### src/rtl/sub_seq32.sv
// Sequential nibble-serial subtractor: computes a - b one 4-bit slice per clock,
// LSB first, then reports diff with borrow/overflow/zero/negative flags.
module sub_seq32 #(
    parameter int WIDTH = 32
) (
    input  logic             clk,
    input  logic             rst,
    input  logic             start_valid,
    output logic             start_ready,
    input  logic [WIDTH-1:0] a,
    input  logic [WIDTH-1:0] b,
    output logic             res_valid,
    input  logic             res_ready,
    output logic [WIDTH-1:0] diff,
    output logic             borrow,
    output logic             ovf,
    output logic             zero,
    output logic             neg,
    output logic             busy
);

    localparam int NIB = WIDTH / 4;
    localparam int CW  = (NIB > 1) ? $clog2(NIB) : 1;
    localparam int MSB = WIDTH - 1;

    typedef enum logic [1:0] {
        IDLE = 2'd0,
        RUN  = 2'd1,
        DONE = 2'd2
    } state_t;

    state_t           r_state;
    logic [WIDTH-1:0] r_a;
    logic [WIDTH-1:0] r_b;
    logic [WIDTH-1:0] r_diff;
    logic [CW-1:0]    r_cnt;
    logic             r_chain;
    logic             r_borrow;
    logic             r_ovf;
    logic             r_zero;
    logic             r_neg;

    logic [3:0]       w_a_nibs [NIB];
    logic [3:0]       w_b_nibs [NIB];
    logic [3:0]       w_a_nib;
    logic [3:0]       w_b_nib;
    logic [4:0]       w_slice;
    logic [WIDTH-1:0] w_diff_next;
    logic             w_last;
    logic             w_ovf;

    // Slice selection and diff update are per-nibble; only the active nibble changes.
    for (genvar gi = 0; gi < NIB; gi++) begin : g_nib
        assign w_a_nibs[gi] = r_a[4*gi +: 4];
        assign w_b_nibs[gi] = r_b[4*gi +: 4];
        assign w_diff_next[4*gi +: 4] = (r_cnt == CW'(gi)) ? w_slice[3:0]
                                                            : r_diff[4*gi +: 4];
    end

    assign w_a_nib = w_a_nibs[r_cnt];
    assign w_b_nib = w_b_nibs[r_cnt];
    assign w_slice = {1'b0, w_a_nib} - {1'b0, w_b_nib} - {4'b0000, r_chain};
    assign w_last  = (r_cnt == CW'(NIB - 1));
    assign w_ovf   = (r_a[MSB] ^ r_b[MSB]) & (w_diff_next[MSB] ^ r_a[MSB]);

    always_ff @(posedge clk or posedge rst) begin
        if (rst) begin
            r_state  <= IDLE;
            r_a      <= '0;
            r_b      <= '0;
            r_diff   <= '0;
            r_cnt    <= '0;
            r_chain  <= 1'b0;
            r_borrow <= 1'b0;
            r_ovf    <= 1'b0;
            r_zero   <= 1'b0;
            r_neg    <= 1'b0;
        end else begin
            case (r_state)
                IDLE: begin
                    if (start_valid) begin
                        r_a     <= a;
                        r_b     <= b;
                        r_cnt   <= '0;
                        r_chain <= 1'b0;
                        r_state <= RUN;
                    end
                end
                RUN: begin
                    r_diff  <= w_diff_next;
                    r_chain <= w_slice[4];
                    r_cnt   <= w_last ? '0 : r_cnt + 1'b1;
                    if (w_last) begin
                        r_borrow <= w_slice[4];
                        r_ovf    <= w_ovf;
                        r_zero   <= (w_diff_next == '0);
                        r_neg    <= w_diff_next[MSB];
                        r_state  <= DONE;
                    end
                end
                DONE: begin
                    if (res_ready) begin
                        r_state <= IDLE;
                    end
                end
                default: r_state <= IDLE;
            endcase
        end
    end

    assign start_ready = (r_state == IDLE);
    assign res_valid   = (r_state == DONE);
    assign busy        = (r_state != IDLE);
    assign diff        = r_diff;
    assign borrow      = r_borrow;
    assign ovf         = r_ovf;
    assign zero        = r_zero;
    assign neg         = r_neg;

endmodule
### config.mk
export PLATFORM = sky130hd
export DESIGN_NAME = sub_seq32
export DESIGN_NICKNAME = d
export VERILOG_FILES = /design/src/rtl/sub_seq32.sv
export SDC_FILE = /design/constraint.sdc
export NUM_CORES = 1
export LEC_CHECK = 0
export CELL_PAD_IN_SITES_DETAIL_PLACEMENT = 0
export CELL_PAD_IN_SITES_GLOBAL_PLACEMENT = 1
export CORE_UTILIZATION = 30
export DETAILED_ROUTE_END_ITERATION = 8
export PLACE_DENSITY_LB_ADDON = 0.2
export SYNTH_ARGS = -nofsm -noshare
export SYNTH_HDL_FRONTEND = slang
export SYNTH_SLANG_ARGS = --single-unit
### constraint.sdc
create_clock -name clk -period 3.55 [get_ports clk]
set_input_delay 0.355 -clock clk [delete_from_list [all_inputs] [get_ports clk]]
set_output_delay 0.355 -clock clk [all_outputs]
set_load 0.005 [all_outputs]
### Word-level counts from Yosys, hierarchy flattened

Index checks and enable logic that the tools add are counted.

* logic and storage cells: 62
* input bits: 68
* register bits after elaboration: 106
* output and inout bits: 39

* mux-type cells: 23
* equal/unequal tests: 12
* reductions and logical operators: 9
* bitwise logic cells: 4
* $add $sub $neg: 3
* magnitude comparators: 1

Operators with widths (count)
* 2-to-1 mux 4 bit: 12
* logical NOT 32 bit: 1
* binary-select mux 4 bit (select 3 bit): 2
* equality test 3 bit, second input constant: 4
* equality test 3 x 2 -> 1 bit, second input constant: 2
* 2-to-1 mux 2 bit: 3
* 2-to-1 mux 3 bit: 2
* one-hot mux 2 bit (3 select lines): 1
* one-hot mux 3 bit (2 select lines): 1
* AND reduction 2 bit: 3
* subtractor 4 x 4 -> 5 bit: 1
* subtractor 5 x 1 -> 5 bit: 1
* greater-or-equal comparator 4 bit, second input constant: 1
* inequality test 2 bit, second input constant: 2
* inverter 3 -> 4 bit: 1
* nonzero test 2 bit: 2
* adder 3 x 1 -> 3 bit, second input constant: 1
* equality test 3 x 1 -> 1 bit, second input constant: 1
* logical NOT 3 bit: 1
* AND reduction 3 bit: 1
* equality test 2 x 1 -> 1 bit, second input constant: 1
* equality test 2 bit, second input constant: 1
* logical NOT 2 bit: 1
* inequality test 2 x 1 -> 1 bit, second input constant: 1
* other kinds (4): 5

### Logic depth before layout (Yosys ltp)

Gate-level depths: netlist of run 1.

* depth after elaboration: 9
* gate-level depth with buffers: 15
* mapped depth without buffers: 12

### Worst setup path after synthesis of run 1

No wires, ideal clock.

* kind: reg-to-reg
* start: reg r_cnt[1]
* end: reg r_zero, in the netlist zero
* setup slack: 297 ps
* required time: 3483 ps
* stages on the path, launching flop included: 13
* arrival: 3186 ps
* library setup time: 67 ps
* buffers on the path: 2
* path through: dfrtp_1 buf_4 clkbuf_1 mux4_2 nand2_1 nand2_1 fa_1 fa_1 xor2_1 o221ai_1 a31oi_1 and4_1 a32o_1

* word-level cells in the longest chain between the ends: 8
* elaborated cells on any way between the ends: 27

RTL lines
* start: declaration: RTL line 36 `logic [CW-1:0] r_cnt;`
* start signal: assignment: RTL line 92 `r_cnt <= w_last ? '0 : r_cnt + 1'b1;`
* inverter 3 -> 4 bit (not written as such): RTL line 60, 61
* binary-select mux 4 bit (select 3 bit), on equally long branches: RTL line 60, 61
* 2-to-1 mux 4 bit, on equally long branches (2 in a row): RTL line 60, 61
* subtractor 4 x 4 -> 5 bit: RTL line 62 `assign w_slice = {1'b0, w_a_nib} - {1'b0, w_b_nib} - {4'b0000, r_chain};`
* subtractor 5 x 1 -> 5 bit: RTL line 62
* 2-to-1 mux 4 bit: RTL line 56 `assign w_diff_next[4*gi +: 4] = (r_cnt == CW'(gi)) ? w_slice[3:0]`
* logical NOT 32 bit: RTL line 96 `r_zero <= (w_diff_next == '0);`
* end signal: assignment: RTL line 96
* end: declaration: RTL line 40 `logic r_zero;`

Several ways; a longest one is shown, not always the timed one. The select of a mux whose other input is x is not followed.
A chain may end at the register's enable or synchronous reset.

### Worst setup path in the final report of run 1

* start: reg r_cnt[0]
* end: reg r_zero, in the netlist zero

The elaborated chain is that of the path after synthesis.

==> results of run 1 <==
flip-flops by register name, indices dropped and copies added (netlist names):
name and flops:
ovf 1, r_a 32, r_b 32, r_cnt 3, neg 1, borrow 1, r_chain 1, r_state 2
zero 1, diff 32
per-stage QoR:
step / cells / hold WS, ns / area (sq um)
2_1_floorplan: 550 / 0.437 / 5020
3_3_place_gp: 858 / 0.453 / 6360
3_5_place_dp: 858 / 0.462 / 6360
4_1_cts: 873 / 0.479 / 6640
5_1_grt: 873 / 0.501 / 6640
6_report: 873 / 0.472 / 6640
power groups by stage:
stage	logic [W]	clock network [W]	registers, W
6_report	0.00426	0.000981	0.00215
3_5_place_dp	0.00431	0	0.00218
3_3_place_gp	0.00419	0	0.00216
2_1_floorplan	0.00260	0	0.00207
5_1_grt	0.00474	0.00106	0.00223
4_1_cts	0.00433	0.00101	0.00215
worst register-to-register path, stage by stage, from the launching register on:
cell and delay (ns):
dfrtp_1 0.38, buf_12 0.21, mux4_2 0.52, nand2_1 0.08, nand2_1 0.08, fa_1 0.45
fa_1 0.50, xor2_1 0.21, o221ai_1 0.18, a31oi_1 0.07, and4_1 0.21, a32o_1 0.25
area by class of cell:
cell class                 count  area (sq um)  share of cell area
tap                          216           270              0.0407
multi-input combinational    403          2210               0.332
clock inverter                 5          56.3             0.00848
sequential                   106          2650               0.399
timing repair buffer         119          1170               0.176
clock buffer                  10           229              0.0345
inverter                      14          55.1             0.00829
Yosys cell counts (all sizes together) (2+ instances only):
library cell    n
o31ai           2
nor2b           4
nor2           12
clkbuf         16
buf            11
a41oi           2
xnor2           2
nand2         250
nor4            2
fa              2
nand2b          6
ha             10
o22ai           2
mux2i           8
inv            14
o32a            2
mux4           14
nand3          14
o221ai          2
dfrtp         106
a21oi          12
o21ai          43
per-layer routing:
layer | share of wire | vias up | track usage
li1 | - | 2019 | -
met3 | 0.036 | 12 | 0.0258
met5 | 0 | - | 0
met4 | 0.013 | 0 | 0.0536
met2 | 0.47 | 89 | 0.258
met1 | 0.48 | 1951 | 0.206
how the worst min path moves through the flow:
stage,end,slack (ns),cells after the start
2_1_floorplan,r_b[21],0.44,2
3_3_place_gp,r_a[26],0.45,2
3_5_place_dp,r_a[18],0.46,2
4_1_cts,r_a[18],0.48,2
5_1_grt,r_a[25],0.50,2
6_report,diff[28],0.47,2
cell families after synthesis:
family | after synthesis | share of synthesized area
flip-flops | 106 | 0.528
XOR/XNOR | 3 | 0.00523
AO/OA/AOI/OAI | 70 | 0.0824
AND/OR/NAND/NOR | 296 | 0.236
adder cells (fa/ha/maj) | 12 | 0.0329
multiplexers | 22 | 0.0817
buffers and inverters | 41 | 0.0336
==> impl_metrics.prom, run 1 <==
# TYPE chip_impl_metric gauge
chip_impl_metric{name="fp.dieArea",unit="sq um"} 17300
chip_impl_info{name="timing.setup.critical_path_class",value="reg2reg"} 1
chip_impl_metric{name="final_period_minus_worst_setup_slack",unit="ns"} 3.22
chip_impl_metric{name="synth_top_area_share",unit=""} 0.528
chip_impl_metric{name="start_util",unit=""} 0.312
chip_impl_metric{name="fp.dieH",unit="um"} 131
chip_impl_metric{name="clk-insertion-delay-late",unit="ns"} 0.35
chip_impl_metric{name="required_time_at_the_worst_slack_endpoint",unit="ns"} 3.79
chip_impl_info{name="yosys.area.top_type",value="dfrtp_1"} 1
chip_impl_metric{name="rr_worst_depth",unit=""} 11
chip_impl_metric{name="syn_nets",unit=""} 630
chip_impl_metric{name="fmax",unit="MHz"} 311
chip_impl_metric{name="synth_edf_count",unit=""} 0
chip_impl_metric{name="post-layout-total-power",unit="W"} 0.00739
chip_impl_metric{name="num-nets-final",unit=""} 733
chip_impl_metric{name="grt_util_all_layers",unit=""} 0.156
chip_impl_metric{name="synth_sequential_area_ratio",unit=""} 0.528
chip_impl_metric{name="grt_antenna_before_repair",unit=""} 0
chip_impl_metric{name="boundaryPins",unit=""} 107
chip_impl_metric{name="detailedRoute.firstIterationViolations",unit=""} 202
chip_impl_info{name="critPathLaunchType",value="register"} 1
chip_impl_metric{name="netlist-cell-type-count",unit=""} 42
chip_impl_metric{name="remaining_drc_errors",unit=""} 0
chip_impl_metric{name="routed-via-count",unit=""} 4071
chip_impl_metric{name="fin_setup_tns",unit="ns"} 0
chip_impl_metric{name="synthesis.area",unit="sq um"} 5020
chip_impl_metric{name="cts_max_level",unit=""} 3
chip_impl_metric{name="viasPerCell",unit=""} 4.66
chip_impl_metric{name="coreArea",unit="sq um"} 16100
chip_impl_info{name="worst_path_dominant_cell_family",value="adder cells"} 1
chip_impl_metric{name="place_hpwl",unit="um"} 9530
chip_impl_metric{name="clk_path_buf_depth",unit=""} 2
chip_impl_metric{name="drt_pre_antenna_iters",unit=""} 4
chip_impl_metric{name="number_of_instances_in_the_synthesized_netlist",unit=""} 550
chip_impl_metric{name="worst_setup_slack_post_dpl",unit="ns"} 0.324
chip_impl_info{name="outcome",value="finished, final reports clean"} 1
chip_impl_info{name="critical_path.startpoint",value="r_cnt[0]"} 1
chip_impl_metric{name="static_leakage",unit="nW"} 3.13
chip_impl_metric{name="worst_slew_margin",unit=""} 0.409
chip_impl_info{name="worstReg2RegEnd",value="zero"} 1
chip_impl_info{name="ys_top_cells_by_area",value="dfrtp_1 53%, nand2_1 19%, mux4_2 4.5%"} 1
chip_impl_metric{name="endpoint_arrival_time_on_the_critical_path",unit="ns"} 3.46
chip_impl_info{name="grt_setup_unrepaired",value="no"} 1
chip_impl_metric{name="cts.repair.resized",unit=""} 0
chip_impl_metric{name="worst-path-max-fanout",unit=""} 23
chip_impl_info{name="r2r_start",value="r_cnt[0]"} 1
chip_impl_metric{name="numClockSinks",unit=""} 106
chip_impl_metric{name="slew_viol_final",unit=""} 0
chip_impl_metric{name="worst_slack",unit="ns"} 0.330
chip_impl_metric{name="yosysWarnings",unit=""} 0
chip_impl_metric{name="power_density",unit="nW/um^2"} 1110
chip_impl_metric{name="combinationalPowerShare",unit=""} 0.577
chip_impl_info{name="most-common-layout-cells",value="249 x nand2_1, 106 x dfrtp_1, 106 x clkdlybuf4s50_1, 42 x o21ai_0, 14 x nand3_1"} 1
chip_impl_metric{name="filler_cell_count",unit=""} 1644
chip_impl_metric{name="crit_path_max_incr_delay",unit="ns"} 0.51
chip_impl_metric{name="worstMarginPinSlew",unit="ns"} 0.883
chip_impl_info{name="clockRootBuffer",value="clkbuf_16"} 1
chip_impl_metric{name="first_global_vias",unit=""} 4087
chip_impl_metric{name="power.switching_fraction",unit=""} 0.433
chip_impl_metric{name="numCtsBuffers",unit=""} 9
chip_impl_metric{name="final_antenna_net_count",unit=""} 0
chip_impl_metric{name="drt-total-wl",unit="um"} 12900
chip_impl_info{name="worst_hold_path_type",value="in2async"} 1
chip_impl_metric{name="area.growth.synth_to_final",unit="%"} 32.2
chip_impl_metric{name="worstSetupPathDepth",unit=""} 11
chip_impl_metric{name="largest_net_degree_at_the_start_of_global_routing",unit=""} 61
chip_impl_info{name="mostFrequentLayoutCell",value="nand2_1"} 1
chip_impl_metric{name="gr-total-overflow",unit=""} 0
chip_impl_metric{name="worst_setup_hold_path_clk_slew",unit="ns"} 0.07
chip_impl_metric{name="finalClockSkew",unit="ns"} 0.00706
chip_impl_metric{name="post_cts_buffers",unit=""} 0
chip_impl_metric{name="number_of_buffers_added_on_ports",unit=""} 106
chip_impl_metric{name="report.final.setup_viol",unit=""} 0
chip_impl_info{name="ys_dominant_reg_cell",value="dfrtp_1"} 1
chip_impl_metric{name="final_hold_viol_count",unit=""} 0
chip_impl_metric{name="insertedDiodeCount",unit=""} 0
chip_impl_info{name="worst_setup_path_end_kind",value="register"} 1
chip_impl_info{name="worstSetupEndpoint",value="zero"} 1
chip_impl_metric{name="place.gp.congestion",unit=""} 0.796
chip_impl_metric{name="yosys_register_bits",unit=""} 106
chip_impl_metric{name="finalCritPeriodShare",unit=""} 0.907
chip_impl_metric{name="drv_cap",unit=""} 0
chip_impl_metric{name="grt_first_pass_wirelength",unit="um"} 21300
chip_impl_metric{name="post_route_cells_drive_above_1_share",unit=""} 0.0654
chip_impl_metric{name="buffers_inverters_on_critical_path",unit=""} 1
chip_impl_metric{name="clock_power_share",unit=""} 0.133
chip_impl_metric{name="number_of_cell_rows",unit=""} 46
chip_impl_metric{name="cellInternalPower",unit="W"} 0.00419
chip_impl_metric{name="pwr-share-seq",unit=""} 0.291
chip_impl_metric{name="synth_area_per_cell",unit="sq um"} 9.14
chip_impl_metric{name="switchingPower",unit="W"} 0.00320
chip_impl_metric{name="timing.reg2reg.setup_slack",unit="ns"} 0.33
chip_impl_info{name="tritoncts_clock_tree",value="built"} 1
chip_impl_metric{name="final_core_utilization",unit=""} 0.412
chip_impl_info{name="path_cells",value="buf_12 > mux4_2 > nand2_1 > nand2_1 > fa_1 > fa_1 > xor2_1 > o221ai_1 > a31oi_1 > and4_1 > a32o_1"} 1
chip_impl_info{name="cpMaxStageDelayCell",value="mux4_2"} 1
chip_impl_metric{name="async_flop_share",unit=""} 1.00
chip_impl_metric{name="post_drt_wl_per_cell",unit="um"} 14.7
chip_impl_metric{name="cts-hold-fix-buffers",unit=""} 0
chip_impl_metric{name="ir_drop",unit="mV"} 0.562
chip_impl_metric{name="die_width",unit="um"} 131
Power figures use the tool's default switching activity.
==> run 2: changes to the inputs <==
--- a/config.mk
+++ b/config.mk
@@ -5,11 +5,14 @@
 export SDC_FILE = /design/constraint.sdc
 export NUM_CORES = 1
 export LEC_CHECK = 0
+export CAP_MARGIN = 20
 export CELL_PAD_IN_SITES_DETAIL_PLACEMENT = 0
 export CELL_PAD_IN_SITES_GLOBAL_PLACEMENT = 1
 export CORE_UTILIZATION = 30
 export DETAILED_ROUTE_END_ITERATION = 8
+export DONT_BUFFER_PORTS = 1
 export PLACE_DENSITY_LB_ADDON = 0.2
+export SLEW_MARGIN = 20
 export SYNTH_ARGS = -nofsm -noshare
 export SYNTH_HDL_FRONTEND = slang
 export SYNTH_SLANG_ARGS = --single-unit
==> run 2 against run 1 <==
- fmax decreased by 2.7%
- highest routed layer unchanged
- via count shrank 10%
- setup slack worse by 0.089 ns
- critical path depth grew 1
==> impl_metrics.prom, run 2 (same netlist as run 1, synthesis figures left out) <==
# TYPE chip_impl_metric gauge
chip_impl_metric{name="largest_net_degree_at_the_start_of_global_routing",unit=""} 70
chip_impl_metric{name="drt-total-wl",unit="um"} 13000
chip_impl_metric{name="drt_pre_antenna_iters",unit=""} 4
chip_impl_metric{name="fp.dieArea",unit="sq um"} 17300
chip_impl_metric{name="post_drt_wl_per_cell",unit="um"} 16.9
chip_impl_metric{name="cts-hold-fix-buffers",unit=""} 0
chip_impl_metric{name="remaining_drc_errors",unit=""} 0
chip_impl_metric{name="area.growth.synth_to_final",unit="%"} 12.5
chip_impl_info{name="worst_setup_path_end_kind",value="register"} 1
chip_impl_metric{name="worst_setup_hold_path_clk_slew",unit="ns"} 0.07
chip_impl_metric{name="final_period_minus_worst_setup_slack",unit="ns"} 3.31
chip_impl_metric{name="gr-usage-met3",unit=""} 0.0590
chip_impl_metric{name="timing.reg2reg.setup_slack",unit="ns"} 0.24
chip_impl_metric{name="finalCritPeriodShare",unit=""} 0.932
chip_impl_metric{name="ir_drop",unit="mV"} 0.700
chip_impl_metric{name="coreArea",unit="sq um"} 16100
chip_impl_metric{name="worst-path-max-fanout",unit=""} 10
chip_impl_info{name="most-common-layout-cells",value="249 x nand2_1, 105 x dfrtp_1, 42 x o21ai_0, 14 x nand3_1"} 1
chip_impl_metric{name="num-nets-final",unit=""} 627
chip_impl_metric{name="die_width",unit="um"} 131
chip_impl_metric{name="viasPerCell",unit=""} 4.76
chip_impl_metric{name="final_antenna_net_count",unit=""} 0
chip_impl_metric{name="fp.dieH",unit="um"} 131
chip_impl_metric{name="fmax",unit="MHz"} 302
chip_impl_info{name="mostFrequentLayoutCell",value="nand2_1"} 1
chip_impl_metric{name="grt_util_all_layers",unit=""} 0.159
chip_impl_metric{name="start_util",unit=""} 0.312
chip_impl_metric{name="rr_worst_depth",unit=""} 12
chip_impl_metric{name="insertedDiodeCount",unit=""} 0
chip_impl_metric{name="finalClockSkew",unit="ns"} 0.00964
chip_impl_metric{name="number_of_buffers_added_on_ports",unit=""} 0
chip_impl_metric{name="gr-usage-met1",unit=""} 0.214
chip_impl_info{name="clockRootBuffer",value="clkbuf_16"} 1
chip_impl_metric{name="power_density",unit="nW/um^2"} 1260
chip_impl_metric{name="number_of_cell_rows",unit=""} 46
chip_impl_metric{name="cts_max_level",unit=""} 3
chip_impl_info{name="grt_setup_unrepaired",value="no"} 1
chip_impl_metric{name="drv_cap",unit=""} 0
chip_impl_metric{name="worstMarginPinSlew",unit="ns"} 0.889
chip_impl_info{name="worst_path_dominant_cell_family",value="multiplexers"} 1
chip_impl_metric{name="numCtsBuffers",unit=""} 9
chip_impl_info{name="cpMaxStageDelayCell",value="mux4_2"} 1
chip_impl_metric{name="hold-worst-slack",unit="ns"} 0.0684
chip_impl_info{name="r2r_start",value="r_cnt[0]"} 1
chip_impl_info{name="worstReg2RegEnd",value="zero"} 1
chip_impl_metric{name="fin_setup_tns",unit="ns"} 0
chip_impl_info{name="tritoncts_clock_tree",value="built"} 1
chip_impl_metric{name="boundaryPins",unit=""} 107
chip_impl_info{name="grt_busiest_layer",value="met2"} 1
chip_impl_metric{name="post_route_cells_drive_above_1_share",unit=""} 0.0833
chip_impl_metric{name="required_time_at_the_worst_slack_endpoint",unit="ns"} 3.84
chip_impl_metric{name="numClockSinks",unit=""} 106
chip_impl_metric{name="grt_antenna_before_repair",unit=""} 0
chip_impl_metric{name="final_hold_viol_count",unit=""} 0
chip_impl_info{name="worst_hold_path_type",value="in2async"} 1
chip_impl_metric{name="filler_cell_count",unit=""} 1670
chip_impl_metric{name="first_global_vias",unit=""} 3692
chip_impl_metric{name="detailedRoute.firstIterationViolations",unit=""} 198
chip_impl_info{name="path_cells",value="buf_4 > mux4_2 > mux2i_1 > fa_1 > inv_1 > ha_1 > nor2b_2 > mux2i_1 > o221ai_1 > nor4_1 > and4_1 > a32o_1"} 1
chip_impl_info{name="timing.setup.critical_path_class",value="reg2reg"} 1
chip_impl_metric{name="slew_viol_final",unit=""} 0
chip_impl_metric{name="gr-total-overflow",unit=""} 0
chip_impl_metric{name="buffers_inverters_on_critical_path",unit=""} 2
chip_impl_metric{name="placed_cell_area",unit="sq um"} 5300
chip_impl_metric{name="routed-via-count",unit=""} 3655
chip_impl_metric{name="clk-insertion-delay-late",unit="ns"} 0.36
chip_impl_metric{name="static_leakage",unit="nW"} 2.76
chip_impl_metric{name="worst_slew_margin",unit=""} 0.407
chip_impl_metric{name="grt_first_pass_wirelength",unit="um"} 21000
chip_impl_metric{name="endpoint_arrival_time_on_the_critical_path",unit="ns"} 3.60
chip_impl_metric{name="worst_setup_slack_post_dpl",unit="ns"} 0.0807
chip_impl_info{name="outcome",value="finished, final reports clean"} 1
chip_impl_metric{name="report.final.setup_viol",unit=""} 0
chip_impl_metric{name="crit_path_max_incr_delay",unit="ns"} 0.53
chip_impl_metric{name="place_hpwl",unit="um"} 9500
chip_impl_metric{name="grtUsageMet2",unit=""} 0.240
chip_impl_metric{name="worst_slack",unit="ns"} 0.240
chip_impl_info{name="critPathLaunchType",value="register"} 1
chip_impl_metric{name="stdcell_area",unit="sq um"} 5650
chip_impl_metric{name="place.gp.congestion",unit=""} 0.769
chip_impl_info{name="path_common_cell",value="mux2i_1"} 1
chip_impl_metric{name="clk_path_buf_depth",unit=""} 2
chip_impl_metric{name="final_core_utilization",unit=""} 0.351
run 2: metrics by stage:
stage	std cells	power, W
floorplan	550	0.00467
global placement	752	0.00595
detailed placement	752	0.00605
CTS	768	0.00725
global route	768	0.00783
finish	768	0.00715
run 2: worst max path at each step:
stage             start    to  slack [ns]  cells past startpoint
6_report       r_cnt[0]  zero        0.24                     12
5_1_grt        r_cnt[0]  zero        0.07                     12
4_1_cts        r_cnt[0]  zero        0.05                     12
3_5_place_dp   r_cnt[0]  zero        0.08                     12
3_3_place_gp   r_cnt[0]   ovf        0.30                     12
2_1_floorplan  r_cnt[1]  zero        0.30                     12
run 2: area by class of cell:
cell class	count	area [sq um]	share of cell area
clock inverters	5	108	0.0190
flip-flops and latches	106	2650	0.470
well taps	216	270	0.0478
repair buffers	13	110	0.0195
inverters	14	55.1	0.00974
clock buffers	11	243	0.0430
multi-input cells	403	2210	0.391
run 2: metal layers:
metal  share of wire  wire [um]
met2            0.45       5810
met5               0          0
met3           0.064        826
met1            0.48       6250
met4          0.0066         86
run 2: where the power goes:
group          internal [W]  switching (W)  total, W
registers           0.00177       0.000472   0.00225
logic               0.00147        0.00226   0.00373
clock network      0.000714       0.000458   0.00117
total               0.00396        0.00319   0.00715
run 2: repair_timing:
action                                  in CTS  in global routing
setup buffers                                0                  0
endpoints found under the setup margin       0                 11
gates resized for setup                      0                  2
run 2: worst reg2reg max path: cells and delay by family, from the launching register on:
kind / cells / cell delay, ns
buf+inv: 2 / 0.32
compound gates: 2 / 0.31
fa+ha+maj: 2 / 0.48
mux: 3 / 1.02
flops: 1 / 0.48
simple gates: 3 / 0.65
